### src/rtl/snow64_mem_arbiter_pkg.sv
// rtl/snow64_mem_arbiter_pkg.sv - state and port-group types for the snow64 memory arbiter
`ifndef WIDTH__SNOW64_ICACHE_LINE_DATA
`define WIDTH__SNOW64_ICACHE_LINE_DATA 256
`endif
`ifndef WIDTH__SNOW64_CPU_ADDR
`define WIDTH__SNOW64_CPU_ADDR 64
`endif

package PkgSnow64MemArbiter;

  localparam int LineW = `WIDTH__SNOW64_ICACHE_LINE_DATA;
  localparam int AddrW = `WIDTH__SNOW64_CPU_ADDR;

  typedef enum logic [1:0] {
    StIdle,
    StWaitInstr,
    StWaitData
  } state_e;

  typedef struct packed {
    logic             valid;
    logic [AddrW-1:0] addr;
  } instr_slot_t;

  typedef struct packed {
    logic             valid;
    logic [AddrW-1:0] addr;
    logic             write;
    logic [LineW-1:0] wdata;
  } data_slot_t;

  typedef struct packed {
    logic             req;
    logic [AddrW-1:0] addr;
    logic             write;
    logic [LineW-1:0] wdata;
  } mem_port_t;

endpackage

### src/rtl/snow64_mem_arbiter.sv
// rtl/snow64_mem_arbiter.sv - round-robin arbiter sharing one memory port between icache and data side
module snow64_mem_arbiter
  import PkgSnow64MemArbiter::*;
#(
  parameter int LINE_W = `WIDTH__SNOW64_ICACHE_LINE_DATA,
  parameter int ADDR_W = `WIDTH__SNOW64_CPU_ADDR
) (
  input  logic              clk,
  input  logic              rst_n,
  input  logic              in_instr_req,
  input  logic [ADDR_W-1:0] in_instr_addr,
  output logic              out_instr_valid,
  output logic [LINE_W-1:0] out_instr_data,
  input  logic              in_data_req,
  input  logic [ADDR_W-1:0] in_data_addr,
  input  logic              in_data_write,
  input  logic [LINE_W-1:0] in_data_wdata,
  output logic              out_data_valid,
  output logic [LINE_W-1:0] out_data_rdata,
  output logic              out_mem_req,
  output logic [ADDR_W-1:0] out_mem_addr,
  output logic              out_mem_write,
  output logic [LINE_W-1:0] out_mem_wdata,
  input  logic              in_mem_valid,
  input  logic [LINE_W-1:0] in_mem_rdata
);

  state_e            state_q, state_d;
  instr_slot_t       islot_q, islot_d;
  data_slot_t        dslot_q, dslot_d;
  mem_port_t         mem_q, mem_d;
  logic              last_data_q, last_data_d;
  logic              ivalid_q, ivalid_d;
  logic [LINE_W-1:0] idata_q, idata_d;
  logic              dvalid_q, dvalid_d;
  logic [LINE_W-1:0] drdata_q, drdata_d;

  logic grant_instr, grant_data, accept_instr, accept_data;

  // A port whose transaction completes this very cycle may already queue its next request.
  always_comb begin
    grant_instr  = islot_q.valid && (!dslot_q.valid || last_data_q);
    grant_data   = dslot_q.valid && !grant_instr;
    accept_instr = in_instr_req && !islot_q.valid && !(state_q == StWaitInstr && !in_mem_valid);
    accept_data  = in_data_req && !dslot_q.valid && !(state_q == StWaitData && !in_mem_valid);
  end

  always_comb begin
    state_d     = state_q;
    islot_d     = islot_q;
    dslot_d     = dslot_q;
    mem_d       = mem_q;
    mem_d.req   = 1'b0;
    last_data_d = last_data_q;
    ivalid_d    = 1'b0;
    idata_d     = idata_q;
    dvalid_d    = 1'b0;
    drdata_d    = drdata_q;
    unique case (state_q)
      StIdle: begin
        if (grant_instr) begin
          mem_d         = '{req: 1'b1, addr: islot_q.addr, write: 1'b0, wdata: '0};
          islot_d.valid = 1'b0;
          last_data_d   = 1'b0;
          state_d       = StWaitInstr;
        end else if (grant_data) begin
          mem_d         = '{req: 1'b1, addr: dslot_q.addr, write: dslot_q.write, wdata: dslot_q.wdata};
          dslot_d.valid = 1'b0;
          last_data_d   = 1'b1;
          state_d       = StWaitData;
        end
      end
      StWaitInstr: begin
        if (in_mem_valid) begin
          ivalid_d = 1'b1;
          idata_d  = in_mem_rdata;
          state_d  = StIdle;
        end
      end
      StWaitData: begin
        if (in_mem_valid) begin
          dvalid_d = 1'b1;
          drdata_d = in_mem_rdata;
          state_d  = StIdle;
        end
      end
      default: state_d = StIdle;
    endcase
    if (accept_instr) islot_d = '{valid: 1'b1, addr: in_instr_addr};
    if (accept_data) begin
      dslot_d = '{valid: 1'b1, addr: in_data_addr, write: in_data_write, wdata: in_data_wdata};
    end
  end

  always_ff @(posedge clk or negedge rst_n) begin
    if (!rst_n) begin
      state_q     <= StIdle;
      islot_q     <= '0;
      dslot_q     <= '0;
      mem_q       <= '0;
      last_data_q <= 1'b1;
      ivalid_q    <= 1'b0;
      idata_q     <= '0;
      dvalid_q    <= 1'b0;
      drdata_q    <= '0;
    end else begin
      state_q     <= state_d;
      islot_q     <= islot_d;
      dslot_q     <= dslot_d;
      mem_q       <= mem_d;
      last_data_q <= last_data_d;
      ivalid_q    <= ivalid_d;
      idata_q     <= idata_d;
      dvalid_q    <= dvalid_d;
      drdata_q    <= drdata_d;
    end
  end

  assign out_instr_valid = ivalid_q;
  assign out_instr_data  = idata_q;
  assign out_data_valid  = dvalid_q;
  assign out_data_rdata  = drdata_q;
  assign out_mem_req     = mem_q.req;
  assign out_mem_addr    = mem_q.addr;
  assign out_mem_write   = mem_q.write;
  assign out_mem_wdata   = mem_q.wdata;

endmodule

### config.mk
export PLATFORM = sky130hd
export DESIGN_NAME = snow64_mem_arbiter
export DESIGN_NICKNAME = d
export VERILOG_FILES = /design/src/rtl/snow64_mem_arbiter_pkg.sv /design/src/rtl/snow64_mem_arbiter.sv
export SDC_FILE = /design/constraint.sdc
export NUM_CORES = 2
export LEC_CHECK = 0
export ABC_CLOCK_PERIOD_IN_PS = 2000
export BUFFER_PORTS_ARGS = -buffer_cell sky130_fd_sc_hd__clkbuf_2
export CAP_MARGIN = 10
export CORE_AREA = 2 2 576 578
export CTS_CLUSTER_DIAMETER = 40
export DETAILED_ROUTE_END_ITERATION = 8
export DIE_AREA = 0 0 578 580
export HOLD_SLACK_MARGIN = 0.08
export PLACE_DENSITY_LB_ADDON = 0.15
export RECOVER_POWER = 50
export SLEW_MARGIN = 10
export SYNTH_ARGS = -nofsm -noshare
export SYNTH_HDL_FRONTEND = slang
export SYNTH_SLANG_ARGS = --single-unit
### constraint.sdc
create_clock -name clk -period 2 [get_ports clk]
set_input_delay 0.3 -clock clk [delete_from_list [all_inputs] [get_ports clk]]
set_output_delay 0.3 -clock clk [all_outputs]
set_load 0.1 [all_outputs]
==> results.sh <==
export IMPL_yosys_area_top_type="dfrtp_1"
export IMPL_synth_edf_count=0
export IMPL_nNetsFinal=5890
export IMPL_globalRouteOverflowTotal=0
export IMPL_cpMaxStageDelayCell="dfrtp_1"
export IMPL_ys_seq_elements=1226
export IMPL_antenna_found_initial=89
export IMPL_r2r_end="islot_q[43]$_DFFE_PN0P_"
export IMPL_ys_warn_count=0
export IMPL_top_level_ports=1482
export IMPL_instances_no_fill=9896
export IMPL_h_tree_depth=5
export IMPL_port_buffers=1481
export IMPL_synth_compound_area_frac=0.0666
export IMPL_violations="slew limit, setup timing"
export IMPL_synth_area_leaders="dfrtp_1 (68%), mux2_2 (22%), a22o_1 (5.0%), a221o_1 (1.4%), buf_2 (1.0%)"
export IMPL_syn_nets=3368
export IMPL_die_h_um=580
export IMPL_yosys_mux_area_fraction=0.223
export IMPL_clkSlewWorstSetupHoldPaths_ps=40
export IMPL_wl_mm=232
export IMPL_start_kind="register"
export IMPL_dp_final_hpwl_mm=175
export IMPL_ys_async_sr_fraction=1.00
export IMPL_clock_sinks=1226
export IMPL_synthAdderAreaFrac=0.000830
export IMPL_end_kind="register"
export IMPL_holdCritPathClass="primary input to register"
export IMPL_synthSimpleGateAreaFrac=0.00952
export IMPL_setup_tns_ps=-214
export IMPL_hold_viol=0
export IMPL_startpoint="state_q[0]$_DFFE_PN0P_"
export IMPL_yosysSeqAreaShare=0.679
export IMPL_fin_crit_ps=2030
export IMPL_setup_ws_ps=-30.0
export IMPL_syn_to_final_growth_pct=82.6
export IMPL_critPathBufInv=6
export IMPL_reg2reg_from="state_q[0]$_DFFE_PN0P_"
export IMPL_timing_critical_path_mode_cell="buf_12"
export IMPL_critPathTopFamily="buffers and inverters"
export IMPL_avgSynthCellArea_um2=16.6
export IMPL_cap_violations=0
export IMPL_multiInputGateArea_mm2=0.0144
export IMPL_cp_max_fo=6
export IMPL_syn_cell_area_mm2=0.0452
export IMPL_fillers=34500
export IMPL_status="complete, but fails checks"
export IMPL_cts_buffers=309
export IMPL_root_buffer="clkbuf_16"
export IMPL_rows=211
export IMPL_coreArea_mm2=0.329
export IMPL_die_area_mm2=0.335
export IMPL_drtIter0Drc=1175
export IMPL_drc_errors=0
export IMPL_wl_per_cell_um=23.5
export IMPL_vias_per_cell=3.50
export IMPL_place_gp_congestion=0.788
export IMPL_path_cells="buf_4 -> ha_4 -> buf_4 -> a211oi_4 -> buf_6 -> buf_12 -> buf_12 -> buf_12 -> mux2_2"
export IMPL_crit_type="register to register"
export IMPL_regArea_mm2=0.0307
export IMPL_worst_slew_pin_slew_ps=1510
export IMPL_post_place_cells=8583
export IMPL_chipWidth_um=578
export IMPL_clk_insertion_delay_late_ps=850
export IMPL_worstSetupPathDepth=9
export IMPL_finish_utilization=0.251
export IMPL_synth_cell_types=25
export IMPL_drive_gt1_frac=0.577
export IMPL_initial_utilization=0.137
export IMPL_cpPeakStageDelay_ps=380
export IMPL_vias=34600
export IMPL_synth_ff_type="dfrtp_1"
export IMPL_holdPathEnd="islot_q[57]$_DFFE_PN0P_"
export IMPL_hp_start="in_instr_addr[57]"
export IMPL_grt_pass1_wl_mm=314
export IMPL_fmax_mhz=493
export IMPL_fin_crit_sh=1.02
export IMPL_grt_max_degree=106
export IMPL_hold_depth=3
export IMPL_cts_buffer_depth=4
export IMPL_r2r_cells=9
export IMPL_crit_required_ps=2730
export IMPL_postRouteAntennaNets=0
export IMPL_arrival_ps=2760
export IMPL_grt_usage=0.133
export IMPL_post_place_ws_ps=-83.1
export IMPL_synthXorXnorAreaFrac=0
export IMPL_synth_top_family_by_area="multiplexers"
export IMPL_synthCells=2719
export IMPL_finalMaxSlewViolations=62
export IMPL_fin_worst_skew_ps=40.9
export IMPL_r2r_setup_slack_ps=-30
export IMPL_synth_top_area_share=0.678
export IMPL_cts_tree="done"
export IMPL_rsz0062_at_grt="true"
export IMPL_drt_pass1_iterations=5
export IMPL_setup_viol_count_final=16
export IMPL_grt_pass1_vias=38000
export IMPL_maxSlewHeadroom=-0.00875
-- registers in the layout, summed over array words and instances, names as in the netlist, 2 cells and up --
signal,flops
out_mem_wdata,256
out_instr_data,256
out_data_rdata,256
out_mem_addr,64
state_q,2
islot_q,65
dslot_q,322
-- cells in the mapped netlist, types with 3 or more instances --
master,number
a22o_1,257
mux2_2,892
nand2_1,3
mux2_1,5
a21oi_1,6
clkbuf_1,43
and2_1,55
and2_0,10
buf_4,34
buf_1,5
dfrtp_1,1225
buf_2,94
ha_1,3
a221o_1,64
inv_1,10
-- worst max-delay path by stage --
stage                                                 end  slack [ps]
after CTS                         islot_q[27]$_DFFE_PN0P_        -140
after floorplan           out_instr_data[100]$_DFFE_PN0P_         140
after detailed placement   out_mem_wdata[128]$_DFFE_PN0P_         -80
after global routing             dslot_q[197]$_DFFE_PN0P_        -100
final                             islot_q[43]$_DFFE_PN0P_         -30
after global placement           dslot_q[148]$_DFFE_PN0P_        -100
-- metrics by stage --
| step | cell area (um^2) | hold WS, ps |
|---|---|---|
| floorplan | 45200 | 4.41 |
| global placement | 59800 | 243 |
| detailed placement | 59800 | 239 |
| CTS | 81700 | 103 |
| global route | 82500 | 144 |
| finish | 82500 | 209 |
-- repair_timing --
action                                 in CTS  in global routing
resized for setup                        1142                145
setup endpoints to repair                1242                414
gates cloned                               15                 20
buffers inserted                           24                 18
hold buffers                              648                  0
pin swaps                                   3                  6
endpoints found under the hold margin    2118                  0
-- kinds of logic (layout without fill, tap and decap cells) --
family	Yosys count	count (layout)
other	0	43
DFF	1226	1226
buffers and inverters	186	2954
adders and majority gates	3	3
and+or+nand+nor	70	70
muxes	897	897
AOI/OAI and AO/OA	337	337
-- worst register-to-register path: cells and delay by family (launching register included) --
family                     cells  cell delay (ps)
AOI/OAI and AO/OA              1              200
adders and majority gates      1              160
buffers and inverters          6              840
DFF                            1              380
muxes                          1              330
-- layer usage --
layer	wire [um]	track usage
met1	90500	0.151
met2	114000	0.226
met4	9670	0.0555
met3	18100	0.0445
met5	263	0
-- cell usage in the layout (no fill, tap or decap), drive strengths merged --
cell          count
a211oi            2
nor2b             1
clkbuf         1928
bufinv           45
and2             65
clkinvlp         13
bufbuf            1
diode            43
dfstp             1
clkinv           72
o211ai            2
dlygate4sd3     648
a221o            64
a22o            257
o21ai             1
dlymetal6s4s      1
inv              20
and3              1
buf             226
ha                3
mux2            897
nand2             3
dfrtp          1225
o21a              2
o22ai             2
a21oi             7
-- layout make-up --
cell class | instances | area share
Clock inverter | 140 | 0.0256
Clock buffer | 417 | 0.107
Inverter | 10 | 0.000455
Sequential cell | 1226 | 0.372
Multi-Input combinational cell | 1307 | 0.174
Tap cell | 4366 | 0.0662
Antenna cell | 43 | 0.00130
Timing Repair Buffer | 2387 | 0.253
Power is left out: the tool's default activity adds up to more than one toggle a clock period on the data nets, which glitch-free logic cannot reach.
